**config.mk**
```make
export PLATFORM = sky130hd
export DESIGN_NAME = uart_rx_fifo
export DESIGN_NICKNAME = d
export VERILOG_FILES = /design/src/rtl/uart_rx_fifo.sv
export SDC_FILE = /design/constraint.sdc
export NUM_CORES = 1
export LEC_CHECK = 0
export BUFFER_PORTS_ARGS = -buffer_cell sky130_fd_sc_hd__buf_2
export CAP_MARGIN = 10
export CORE_AREA = 2 2 71 141
export DETAILED_ROUTE_END_ITERATION = 7
export DIE_AREA = 0 0 73 143
export HOLD_SLACK_MARGIN = 0.08
export PLACE_DENSITY_LB_ADDON = 0.12
export SYNTH_ARGS = -nofsm -noshare
export SYNTH_HDL_FRONTEND = slang
export SYNTH_SLANG_ARGS = --single-unit
```
**constraint.sdc**
```tcl
create_clock -name Clk -period 2.7 [get_ports Clk]
set_input_delay 0.27 -clock Clk [delete_from_list [all_inputs] [get_ports Clk]]
set_output_delay 0.27 -clock Clk [all_outputs]
set_load 0.05 [all_outputs]
```
**src/rtl/uart_rx_fifo.sv**
```systemverilog
`default_nettype none
// ============================================================================
// Module   : uart_rx_fifo
// Brief    : Receive character FIFO with error tags, edge-triggered host pop,
//            registered read data and flow-control status flags.
// Revision : 1.0  initial release
// ============================================================================
module uart_rx_fifo #(
    parameter int DATA_BITS  = 8,
    parameter int FIFO_DEPTH = 8
) (
    input  logic                 Clk,
    input  logic                 Rst,
    input  logic [DATA_BITS-1:0] Rx_Data,
    input  logic [2:0]           Rx_Err_In,
    input  logic                 Rx_Data_Rdy,
    input  logic                 Read_Done,
    output logic [DATA_BITS-1:0] Data_Out,
    output logic [2:0]           Rx_Error,
    output logic                 FIFO_Empty,
    output logic                 FIFO_Full,
    output logic                 FIFO_Overflow,
    output logic                 RTS
);

    localparam int               c_AW     = $clog2(FIFO_DEPTH);
    localparam int               c_EW     = DATA_BITS + 3;
    localparam logic [c_AW:0]    c_DEPTH  = FIFO_DEPTH[c_AW:0];
    localparam logic [c_AW:0]    c_HALF   = c_DEPTH >> 1;
    localparam logic [c_AW:0]    c_CNT1   = (c_AW+1)'(1);
    localparam logic [c_AW-1:0]  c_PTR1   = c_AW'(1);

    logic [c_EW-1:0] r_mem [FIFO_DEPTH];
    logic [c_AW-1:0] r_wr_ptr;
    logic [c_AW-1:0] r_rd_ptr;
    logic [c_AW:0]   r_count;
    logic            r_rd_q;
    logic            r_lost;

    logic            w_at_depth;
    logic            w_pop;
    logic            w_wr;
    logic            w_drop;
    logic [c_AW:0]   w_count_nxt;
    logic            w_lost_nxt;
    logic            w_ovf_nxt;
    logic [c_EW-1:0] w_head;

    assign w_at_depth = (r_count == c_DEPTH);
    assign w_pop      = Read_Done & ~r_rd_q & (r_count != '0);
    // A pop in the same cycle frees a slot, so a write at full still lands.
    assign w_wr       = Rx_Data_Rdy & (~w_at_depth | w_pop);
    assign w_drop     = Rx_Data_Rdy & w_at_depth & ~w_pop;
    assign w_head     = r_mem[r_rd_ptr];

    always_comb begin
        w_count_nxt = r_count;
        if (w_wr && !w_pop) begin
            w_count_nxt = r_count + c_CNT1;
        end else if (w_pop && !w_wr) begin
            w_count_nxt = r_count - c_CNT1;
        end
    end

    assign w_lost_nxt = w_pop ? 1'b0 : (r_lost | w_drop);
    assign w_ovf_nxt  = (w_count_nxt == c_DEPTH) | w_lost_nxt;

    // Storage is intentionally not reset.
    always_ff @(posedge Clk) begin
        if (Rst && w_wr) begin
            r_mem[r_wr_ptr] <= {Rx_Err_In, Rx_Data};
        end
    end

    always_ff @(posedge Clk) begin
        if (!Rst) begin
            r_wr_ptr      <= '0;
            r_rd_ptr      <= '0;
            r_count       <= '0;
            r_rd_q        <= 1'b0;
            r_lost        <= 1'b0;
            Data_Out      <= '0;
            Rx_Error      <= '0;
            FIFO_Empty    <= 1'b1;
            FIFO_Full     <= 1'b0;
            FIFO_Overflow <= 1'b0;
            RTS           <= 1'b1;
        end else begin
            r_rd_q <= Read_Done;
            r_lost <= w_lost_nxt;
            r_count <= w_count_nxt;
            if (w_wr) begin
                r_wr_ptr <= r_wr_ptr + c_PTR1;
            end
            if (w_pop) begin
                r_rd_ptr <= r_rd_ptr + c_PTR1;
                Data_Out <= w_head[DATA_BITS-1:0];
                Rx_Error <= w_head[c_EW-1:DATA_BITS];
            end
            FIFO_Empty    <= (w_count_nxt == '0);
            FIFO_Full     <= (w_count_nxt > c_HALF);
            FIFO_Overflow <= w_ovf_nxt;
            RTS           <= ~w_ovf_nxt;
        end
    end

endmodule
`default_nettype wire

```
# [Word-level counts from Yosys, hierarchy flattened]
# Memory sizes are Yosys's and may differ from the RTL's. A register that Yosys moved wholly into a read port is not among the register bits.
# Index checks and enable logic that the tools add are counted.
[word_totals] out_inout_bits=15 rom_bits=0 in_bits=15 ramBits=88 regBits=16 mem_count=1 latch_bits=0 wordCells=42
[classes] div_mod_pow=0 mul=0 n_shift=0 n_bitwise=12 mux=5 addsub=4 magnitude_cmp=1 n_reduce_logical=8 eq_ne=2
[memory_table] memory="r_mem" depth=8 width=11 read_ports=1 rd_clocked_by_memory_dff=1 wr=1 line_no="33" source="logic [c_EW-1:0] r_mem [FIFO_DEPTH];"
[op_table] cell="equality test 4 bit (second input constant)" n=2
[op_table] cell="2-to-1 mux 4 bit" n=2
[op_table] cell="adder 3 x 1 -> 3 bit (second input constant)" n=2
[op_table] cell="AND 1 bit" n=5
[op_table] cell="adder 4 x 1 -> 4 bit (second input constant)" n=1
[op_table] cell="> comparator 4 x 3 -> 1 bit (second input constant)" n=1
[op_table] cell="zero test 4 bit" n=1
[op_table] cell="NOT 1 bit" n=4
[op_table] cell="nonzero test 4 bit" n=1
[op_table] cell="subtractor 4 x 1 -> 4 bit (second input constant)" n=1
[op_table] cell="logical AND 1 bit" n=3
[op_table] cell="zero test 1 bit" n=3
[op_table] cell="2-to-1 mux 1 bit" n=3
[op_table] cell="OR 1 bit" n=3

# [Longest topological paths before layout]
# Gate-level depths: netlist (run 1).
[logic_depth] word_depth=12 ltp_mapped=8 ltp_nobuf=7

# [Least setup slack after synthesis (run 1)]
# Ideal clock, no wire load.
[synth_timing] kind="register to register" from="register r_count[0]" to="memory r_mem[1][0] (netlist bit), enable pin" setup_ns=0.393 path_slack_ns=0.192 required_time_ns=2.307 path_buffers=0 stages_incl_launch_ff=7 arrival_time_ns=2.115 synth_period_minus_slack_ns=2.508 path_cell_list="dfxtp_1 > inv_1 > ha_1 > and3b_1 > a21oi_1 > nand2_1 > nor3_1"
[synth_between] elab_chain_len=7 word_cells_on_any_way=9 cone_classes="1 x eq/ne; 2 x mux; 4 x bitwise; 2 x reduce/logical"
[synth_rtl] element="from (decl)" line_no="36" source="logic [c_AW:0] r_count;"
[synth_rtl] element="from (signal assigned)" line_no="91" source="r_count <= w_count_nxt;"
[synth_rtl] element="nonzero test 4 bit or equality test 4 bit (tied branches)" line_no="50, 49"
[synth_rtl] element="AND 1 bit or NOT 1 bit (tied branches)" line_no="50, 52"
[synth_rtl] element="OR 1 bit *" line_no="52" source="assign w_wr = Rx_Data_Rdy & (~w_at_depth | w_pop);"
[synth_rtl] element="AND 1 bit *" line_no="52"
[synth_rtl] element="logical AND 1 bit *" line_no="70" source="if (Rst && w_wr) begin"
[synth_rtl] element="2-to-1 mux 1 bit *" line_no="70"
[synth_rtl] element="2-to-1 mux 1 bit (implied by the code) *" line_no="71" source="r_mem[r_wr_ptr] <= {Rx_Err_In, Rx_Data};"
[synth_rtl] element="to (decl)" line_no="33"
# Every way passes the cells marked *; elsewhere a longest branch is shown, timed or not.

# [Final worst setup path (run 1)]
[layout_timing] from="register r_count[0]" to="memory r_mem[1][7] (netlist bit), enable pin"
# Same word-level chain as after synthesis.

==> results of run 1 <==
critical path: cells and delay by family, from the launching register on:
family	cells	cell delay, ns
AOI/OAI and AO/OA	1	0.28
adders and majority gates	1	0.27
and+or+nand+nor	3	0.77
DFF	1	0.45
buffers and inverters	2	0.32
area by class of cell:
class	count	share of cell area
clock inverters	14	0.0283
clock buffers	18	0.0801
multi-input cells	130	0.241
well taps	104	0.0237
inverters	5	0.00342
repair buffers	41	0.0429
flip-flops and latches	115	0.581
worst paths after layout:
path               startpoint          end  depth (start not counted)
setup / recovery   r_count[0]  r_mem[1][7]                          7
setup reg to reg   r_count[0]  r_mem[1][7]                          7
hold / removal      Read_Done       r_rd_q                          2
hold reg to reg   r_wr_ptr[0]  r_wr_ptr[0]                          2
kinds of logic after synthesis:
group,after synthesis,share of synthesized area
simple gates,57,0.0637
flops,115,0.696
buf+inv,17,0.0200
compound gates,28,0.0604
mux,36,0.140
fa+ha+maj,4,0.0109
xor+xnor,5,0.00957
power by group:
part / internal (mW) / leakage [nW] / switching [mW]
Clock: 1.39 / 0.276 / 0.809
Sequential: 2.00 / 1.02 / 0.0522
Combinational: 0.325 / 0.566 / 0.534
Total: 3.71 / 1.86 / 1.40
stage by stage:
stage / hold WS [ns] / total power, mW / instance area, um^2 / util / setup WS [ns]
after floorplan: 0.369 / 2.78 / 4580 / - / 0.192
after global placement: 0.494 / 2.95 / 4890 / 0.524 / 0.417
after detailed placement: 0.491 / 2.96 / 4890 / 0.524 / 0.315
after CTS: 0.0924 / 5.16 / 5480 / 0.588 / 0.310
after global routing: 0.123 / 5.31 / 5480 / 0.588 / 0.121
final: 0.107 / 5.11 / 5480 / 0.588 / 0.318
layout by cell type (no fill, tap or decap), drive strengths merged, types with 3 or more instances in the layout:
cell type | synthesis | routed
edfxtp | 88 | 88
a211oi | 11 | 11
clkbuf | 4 | 18
nand3 | 3 | 3
nand2 | 10 | 10
ha | 4 | 4
a21oi | 3 | 3
inv | 5 | 8
nor2 | 22 | 22
clkinvlp | 0 | 5
buf | 8 | 41
xor2 | 3 | 3
mux2i | 14 | 14
nand2b | 4 | 4
clkinv | 0 | 4
dfxtp | 27 | 27
mux4 | 22 | 22
nor3 | 5 | 5
registers in the layout, indices dropped and copies added (netlist names):
name / flops
FIFO_Full: 1
r_count: 4
Data_Out: 8
r_rd_q: 1
FIFO_Empty: 1
FIFO_Overflow: 1
r_rd_ptr: 3
RTS: 1
r_wr_ptr: 3
Rx_Error: 3
r_mem: 88
r_lost: 1
per-layer routing:
layer / vias to the layer above / share of wire / wire, um
met5: - / 0 / 0
met4: 0 / 0.013 / 115
met3: 11 / 0.025 / 211
met2: 33 / 0.58 / 4920
met1: 1181 / 0.38 / 3280
li1: 1132 / - / -
==> run_results.csv, run 1 <==
group,metric,value,unit
power_and_ir_drop,vdd_drop_max,0.000502,V
critical_path,cp_max_fo,7,
clock_tree,post_cts_resized,0,
global_routing,grt_max_degree,27,
floorplanning,initial_core_util,0.491,
clock_tree,clk_path_buf_depth,2,
clock_tree,htree_levels,4,
synthesis,synth_top_area_cell,"edfxtp_1",
clock_tree,clk_latency,0.41,ns
synthesis,synth_top_area_share,0.578,
place,dp_cells,395,
finish,layout-drive-gt1-share,0.359,
timing,fin_crit,2.38,ns
critical_path,critPathSlowestCell,"dfxtp_1",
timing,tns,0,ns
critical_path,cpPeakStageDelay,0.45,ns
place,hpwl,5.72,mm
clock_tree,numCtsBuffers,17,
synthesis,synth_common_cells,"edfxtp_1, dfxtp_1, mux4_2, nor2_1, mux2i_1",
power_and_ir_drop,leakage,1.86,nW
detailed_routing,firstDrtPassIters,4,
global_routing,grtUsageMet3,0.0572,
global_routing,grt_overflow_total,0,
critical_path,cp.arrival,2.50,ns
clock_tree,post_cts_buffers,0,
flow_run,cap_violations,0,
place,io_buffers,29,
timing,worst_pin_slew,0.755,ns
floorplanning,die_h,143,um
global_routing,grt_pass1_vias,2423,
floorplanning,ios,30,
finish,syn_to_final_growth,19.8,%
detailed_routing,drt_iter0_drc,123,
finish,seq_area,0.00318,mm^2
synthesis,synth_nets,281,
clock_tree,ctsHoldBuffers,0,
finish,antennaDiodeCount,0,
synthesis,yosys_warnings,0,
critical_path,endpoint_kind,"flip-flop",
synthesis,synth_area,0.00458,mm^2
timing,timing.fmax,420,MHz
detailed_routing,ant_nets,0,
finish,n_fill_cell,720,
synthesis,ys_types,45,
global_routing,grt_use_met2,0.318,
critical_path,crit_chain,"inv_1 > ha_1 > and3b_1 > a21oi_1 > nand2_1 > nor3_2 > buf_4",
global_routing,antenna_found_initial,0,
detailed_routing,viasPerCell,5.52,
critical_path,setup.worst_path.class,"reg -> reg",
clock_tree,cts_tree,"built",
timing,slew_headroom,0.496,
critical_path,startpoint_type,"flip-flop",
floorplanning,fp.dieArea,0.0104,mm^2
detailed_routing,wire_per_inst,20.0,um
global_routing,grt_pass1_wl,13.3,mm
critical_path,cp.required,2.82,ns
global_routing,grtUsageMet1,0.202,
finish,stdcell_count,427,
synthesis,synth_cells,262,
worst_hold_path,hp-class,"in -> reg",
clock_tree,clkTransAtPathRegs,0.05,ns
synthesis,avgSynthCellArea,17.5,um^2
synthesis,yosys_register_bits,115,
synthesis,yosys-top-cells-area,"edfxtp_1, dfxtp_1, mux4_2",
timing,rsz0062_at_grt,"false",
detailed_routing,route.detailed.drc,0,
timing,hold_viol,0,
synthesis,synth_ff_type,"edfxtp_1",
clock_tree,root_buffer,"clkbuf_16",
floorplanning,die_w,73,um
detailed_routing,routed_wl,8.52,mm
timing,drv_slew,0,
detailed_routing,vias,2357,
finish,nNetsFinal,329,
power_and_ir_drop,power.density,932,mW/mm^2
synthesis,ys_seq_area_frac,0.696,
timing,setup_violations,0,
critical_path,r2r_setup_slack,0.32,ns
place,gp_congestion,0.803,
floorplanning,rows,50,
synthesis,yosysMostFrequentCell,"edfxtp_1",
synthesis,synth_edf_count,88,
global_routing,top_usage_layer,"met2",
timing,fin_crit_sh,0.882,
floorplanning,core,0.00932,mm^2
clock_tree,clock-sinks,115,
timing,skew,0.00683,ns
global_routing,grtUsageTotal,0.182,
finish,multi_input_area,0.00132,mm^2
synthesis,async_reset_ff_frac,0,
status,status,"complete, no violations",
(Power assumes the default switching activity.)
==> run 2: changes to the inputs <==
--- a/config.mk
+++ b/config.mk
@@ -7,9 +7,9 @@
 export LEC_CHECK = 0
 export BUFFER_PORTS_ARGS = -buffer_cell sky130_fd_sc_hd__buf_2
 export CAP_MARGIN = 10
-export CORE_AREA = 2 2 71 141
+export CORE_AREA = 4 4 73 143
 export DETAILED_ROUTE_END_ITERATION = 7
-export DIE_AREA = 0 0 73 143
+export DIE_AREA = 0 0 77 147
 export HOLD_SLACK_MARGIN = 0.08
 export PLACE_DENSITY_LB_ADDON = 0.12
 export SYNTH_ARGS = -nofsm -noshare
==> run_results.csv, run 2 (synthesis results as in run 1) <==
group,metric,value,unit
status,status,"complete, no violations",
floorplanning,core,0.00932,mm^2
finish,largest_reg_flops,88,
power_and_ir_drop,leakage,1.88,nW
critical_path,cp.required,2.81,ns
floorplanning,ios,30,
detailed_routing,viasPerCell,5.57,
critical_path,cpPeakStageDelay,0.44,ns
floorplanning,fp.dieArea,0.0113,mm^2
timing,worst_slack,0.328,ns
finish,top_regs,"r_mem x88, Data_Out x8, r_count x4",
timing,hold_viol,0,
critical_path,cp_max_fo,7,
detailed_routing,routed_wl,8.46,mm
clock_tree,ctsHoldBuffers,0,
global_routing,grtUsageTotal,0.168,
critical_path,cp.arrival,2.48,ns
global_routing,grt_overflow_total,0,
place,gp_congestion,0.748,
critical_path,timing.rr.start,"r_count[0]",
place,io_buffers,29,
place,dp_cells,395,
flow_run,cap_violations,0,
clock_tree,post_cts_resized,0,
critical_path,crit_start,"r_count[0]",
timing,fin_crit_sh,0.878,
timing,timing.fmax,422,MHz
place,placed_area,0.00489,mm^2
critical_path,endpoint_kind,"flip-flop",
clock_tree,numCtsBuffers,17,
detailed_routing,wire_per_inst,19.8,um
timing,skew,0.0105,ns
critical_path,r2r-end,"r_mem[1][0]",
critical_path,setup.worst_path.class,"reg -> reg",
critical_path,r2r_setup_slack,0.33,ns
power_and_ir_drop,vdd_drop_max,0.000594,V
finish,fin_util,0.591,
critical_path,startpoint_type,"flip-flop",
clock_tree,post_cts_buffers,0,
finish,final_cell_mix,"edfxtp_1, buf_2, dfxtp_1",
clock_tree,clkTransAtPathRegs,0.05,ns
finish,stdcell_count,427,
timing,drv_slew,0,
finish,layout-drive-gt1-share,0.347,
timing,fin_crit,2.37,ns
global_routing,grt_max_degree,27,
clock_tree,clk_path_buf_depth,2,
finish,stdcell_area,0.00551,mm^2
finish,syn_to_final_growth,20.3,%
clock_tree,cts_tree,"built",
place,place_ws,0.317,ns
timing,hold_slack,0.112,ns
floorplanning,initial_core_util,0.491,
floorplanning,die_w,77,um
finish,nNetsFinal,329,
clock_tree,clock-sinks,115,
critical_path,worst_r2r_path_depth,7,
clock_tree,htree_levels,4,
global_routing,grt_pass1_vias,2475,
timing,rsz0062_at_grt,"false",
detailed_routing,vias,2377,
power_and_ir_drop,power.density,949,mW/mm^2
worst_hold_path,hp-class,"in -> reg",
place,hpwl,5.72,mm
timing,tns,0,ns
critical_path,critPathSlowestCell,"dfxtp_1",
finish,layout_commonest_cell,"edfxtp_1",
critical_path,cp-endpoint,"r_mem[1][0]",
timing,slew_headroom,0.490,
finish,antennaDiodeCount,0,
detailed_routing,drt_iter0_drc,133,
critical_path,crit_chain,"inv_1 > ha_1 > and3b_1 > a21oi_1 > nand2_1 > nor3_2 > buf_4",
detailed_routing,firstDrtPassIters,4,
detailed_routing,ant_nets,0,
floorplanning,die_h,147,um
finish,largest-register,"r_mem",
finish,multi_input_area,0.00132,mm^2
floorplanning,rows,50,
power_and_ir_drop,totalPowerFinal,5.22,mW
timing,worst_pin_slew,0.764,ns
finish,seq_area,0.00318,mm^2
global_routing,antenna_found_initial,0,
global_routing,grt_pass1_wl,13.7,mm
clock_tree,root_buffer,"clkbuf_16",
clock_tree,clk_latency,0.41,ns
timing,setup_violations,0,
detailed_routing,route.detailed.drc,0,
finish,n_fill_cell,714,
[run 2: changes by cell type in the layout (fill, tap and decap cells not counted)]
cell / delta
bufinv_16: +2
clkinv_2: +2
clkinv_4: -3
clkbuf_8: +1
inv_6: -3
clkinv_1: +2
clkbuf_1: +2
clkinvlp_4: -3
[run 2: routing by layer]
metal,vias to the layer above,GRT usage,share of wire
met5,-,0,0
met4,0,0.0695,0.017
met3,11,0.0607,0.031
met2,43,0.294,0.56
met1,1195,0.183,0.39
li1,1128,-,-
[run 2: worst min-delay path by stage]
stage                             end  slack [ns]  cells after the start         from
final                          r_rd_q        0.11                      2    Read_Done
after CTS                      r_rd_q        0.09                      2    Read_Done
after global placement    r_wr_ptr[0]        0.49                      2  r_wr_ptr[0]
after floorplan           r_mem[0][0]        0.37                      0   Rx_Data[0]
after global routing           r_rd_q        0.12                      2    Read_Done
after detailed placement  r_wr_ptr[0]        0.50                      2  r_wr_ptr[0]
[run 2: area by class of cell]
class | count | share of cell area
clock buffer | 21 | 0.0836
clock inverter | 11 | 0.0286
inverter | 5 | 0.00341
multi-input combinational | 130 | 0.240
sequential | 115 | 0.578
tap | 104 | 0.0236
timing repair buffer | 41 | 0.0427
[run 2: worst max-delay path, delay by kind of cell (launching register included)]
family	cells	cell delay (ns)
and+or+nand+nor	3	0.78
adders and majority gates	1	0.27
buffers and inverters	2	0.32
DFF	1	0.44
AOI/OAI and AO/OA	1	0.27
[run 2: power breakdown]
group          internal (mW)  total (mW)  switching (mW)
Sequential              2.00        2.05          0.0519
Clock                   1.58        2.32           0.742
Combinational          0.325       0.852           0.528
==> run 3: changes to the inputs <==
--- a/config.mk
+++ b/config.mk
@@ -7,11 +7,12 @@
 export LEC_CHECK = 0
 export BUFFER_PORTS_ARGS = -buffer_cell sky130_fd_sc_hd__buf_2
 export CAP_MARGIN = 10
-export CORE_AREA = 4 4 73 143
+export CORE_AREA = 4 4 81 159
 export DETAILED_ROUTE_END_ITERATION = 7
-export DIE_AREA = 0 0 77 147
+export DIE_AREA = 0 0 85 163
 export HOLD_SLACK_MARGIN = 0.08
 export PLACE_DENSITY_LB_ADDON = 0.12
+export REMOVE_ABC_BUFFERS = 1
 export SYNTH_ARGS = -nofsm -noshare
 export SYNTH_HDL_FRONTEND = slang
 export SYNTH_SLANG_ARGS = --single-unit
==> constraint.sdc (replaced) <==
create_clock -name Clk -period 2.7 [get_ports Clk]
set_input_delay 0.27 -clock Clk [delete_from_list [all_inputs] [get_ports Clk]]
set_output_delay 0.27 -clock Clk [all_outputs]
set_load 0.005 [all_outputs]
==> run_results.csv, run 3 (synthesis results as in run 1) <==
group,metric,value,unit
critical_path,crit_chain,"inv_1 > ha_1 > and3b_1 > a21oi_1 > nand2_1 > nor3_2 > buf_4",
global_routing,antenna_found_initial,0,
detailed_routing,ant_nets,0,
power_and_ir_drop,totalPowerFinal,4.95,mW
floorplanning,die_w,85,um
clock_tree,clk_path_buf_depth,2,
global_routing,grt_overflow_total,0,
clock_tree,clk_latency,0.40,ns
timing,setup_violations,0,
timing,skew,0.00747,ns
timing,rsz0062_at_grt,"false",
finish,top_regs,"r_mem x88, Data_Out x8, r_count x4",
floorplanning,rows,56,
clock_tree,clkTransAtPathRegs,0.06,ns
timing,worst_pin_slew,0.799,ns
power_and_ir_drop,leakage,1.88,nW
status,status,"complete, no violations",
detailed_routing,wire_per_inst,19.0,um
worst_hold_path,hp-class,"in -> reg",
finish,largest_reg_flops,88,
clock_tree,post_cts_buffers,0,
timing,slew_headroom,0.466,
critical_path,cp.required,2.81,ns
detailed_routing,drt_iter0_drc,98,
timing,drv_slew,0,
detailed_routing,firstDrtPassIters,4,
floorplanning,core,0.0117,mm^2
finish,fin_util,0.473,
global_routing,grt_pass1_vias,2551,
critical_path,cp.arrival,2.26,ns
place,io_buffers,29,
clock_tree,cts_tree,"built",
clock_tree,ctsHoldBuffers,0,
power_and_ir_drop,vdd_drop_max,0.000468,V
critical_path,critPathBufInv,2,
clock_tree,post_cts_resized,0,
power_and_ir_drop,power_frac_seq,0.414,
detailed_routing,viasPerCell,5.08,
finish,layout-drive-gt1-share,0.361,
place,dp_cells,437,
clock_tree,clock-sinks,115,
timing,hold_viol,0,
timing,fin_crit_sh,0.795,
timing,timing.fmax,466,MHz
global_routing,grt_max_degree,27,
global_routing,grt_pass1_wl,14.3,mm
floorplanning,ios,30,
timing,fin_crit,2.15,ns
power_and_ir_drop,power.density,893,mW/mm^2
power_and_ir_drop,clock_power_share,0.446,
critical_path,startpoint_type,"flip-flop",
power_and_ir_drop,p_int,3.76,mW
power_and_ir_drop,p_sw_frac,0.240,
detailed_routing,route.detailed.drc,0,
finish,nNetsFinal,330,
finish,syn_to_final_growth,21.0,%
power_and_ir_drop,combPwrFrac,0.140,
finish,n_fill_cell,999,
critical_path,cpLargestDelayFamily,"simple AND/OR/NAND/NOR gates",
finish,layout_commonest_cell,"edfxtp_1",
clock_tree,numCtsBuffers,17,
global_routing,grtUsageTotal,0.143,
critical_path,cpPeakStageDelay,0.43,ns
finish,final_cell_mix,"edfxtp_1, buf_2, dfxtp_1",
critical_path,setup.worst_path.class,"reg -> reg",
detailed_routing,vias,2384,
power_and_ir_drop,power_switching,1.19,mW
floorplanning,fp.dieArea,0.0139,mm^2
timing,tns,0,ns
finish,stdcell_count,469,
critical_path,endpoint_kind,"flip-flop",
critical_path,cp_max_fo,7,
place,gp_congestion,0.786,
floorplanning,die_h,163,um
detailed_routing,routed_wl,8.90,mm
critical_path,critPathSlowestCell,"dfxtp_1",
flow_run,cap_violations,0,
finish,largest-register,"r_mem",
clock_tree,root_buffer,"clkbuf_16",
place,hpwl,6.17,mm
finish,antennaDiodeCount,0,
floorplanning,initial_core_util,0.391,
clock_tree,htree_levels,4,
==> run 3: power groups by stage <==
stage / Clock (mW) / Combinational, mW / Sequential [mW]
after floorplan: 0 / 0.445 / 2.13
after global placement: 0 / 0.707 / 2.08
after detailed placement: 0 / 0.710 / 2.08
after CTS: 2.25 / 0.713 / 2.05
after global routing: 2.34 / 0.766 / 2.06
final: 2.20 / 0.693 / 2.05
==> run 3: layer usage <==
| metal | vias to the layer above | GRT usage | part of all wire |
|---|---|---|---|
| li1 | 1132 | - | - |
| met1 | 1194 | 0.146 | 0.37 |
| met2 | 44 | 0.264 | 0.59 |
| met3 | 14 | 0.0420 | 0.030 |
| met4 | 0 | 0.0584 | 0.015 |
| met5 | - | 0 | 0 |
==> run 3: final cells by class <==
type                       count  area, um^2  share of cell area
clock buffer                  17         425              0.0768
clock inverter                15         165              0.0298
inverter                       5        18.8             0.00339
multi-input combinational    130        1320               0.239
sequential                   115        3180               0.575
tap                          145         181              0.0328
timing repair buffer          42         243              0.0438
==> run 3: path summary, 6_finish.rpt <==
check / startpoint / end / slack (ns) / cells after the start
setup reg to reg: r_count[0] / r_mem[1][9] / 0.55 / 7
hold reg to reg: r_wr_ptr[0] / r_wr_ptr[0] / 0.50 / 2
hold / removal: Read_Done / r_rd_q / 0.10 / 2
setup / recovery: r_count[0] / r_mem[1][9] / 0.55 / 7
==> run 3: worst register-to-register path, cell delays in order, from the launching register on <==
cell and delay (ns):
dfxtp_1 0.43, inv_1 0.07, ha_1 0.26, and3b_1 0.20, a21oi_1 0.28, nand2_1 0.20
nor3_2 0.23, buf_4 0.19
==> run 3: metrics by stage <==
stage	hold WS (ns)	worst slack, ns	instance area [um^2]
final	0.105	0.553	5540
after detailed placement	0.493	0.538	4950
after CTS	0.0944	0.538	5540
after global routing	0.0993	0.370	5540
after global placement	0.477	0.622	4950
after floorplan	0.369	0.192	4500
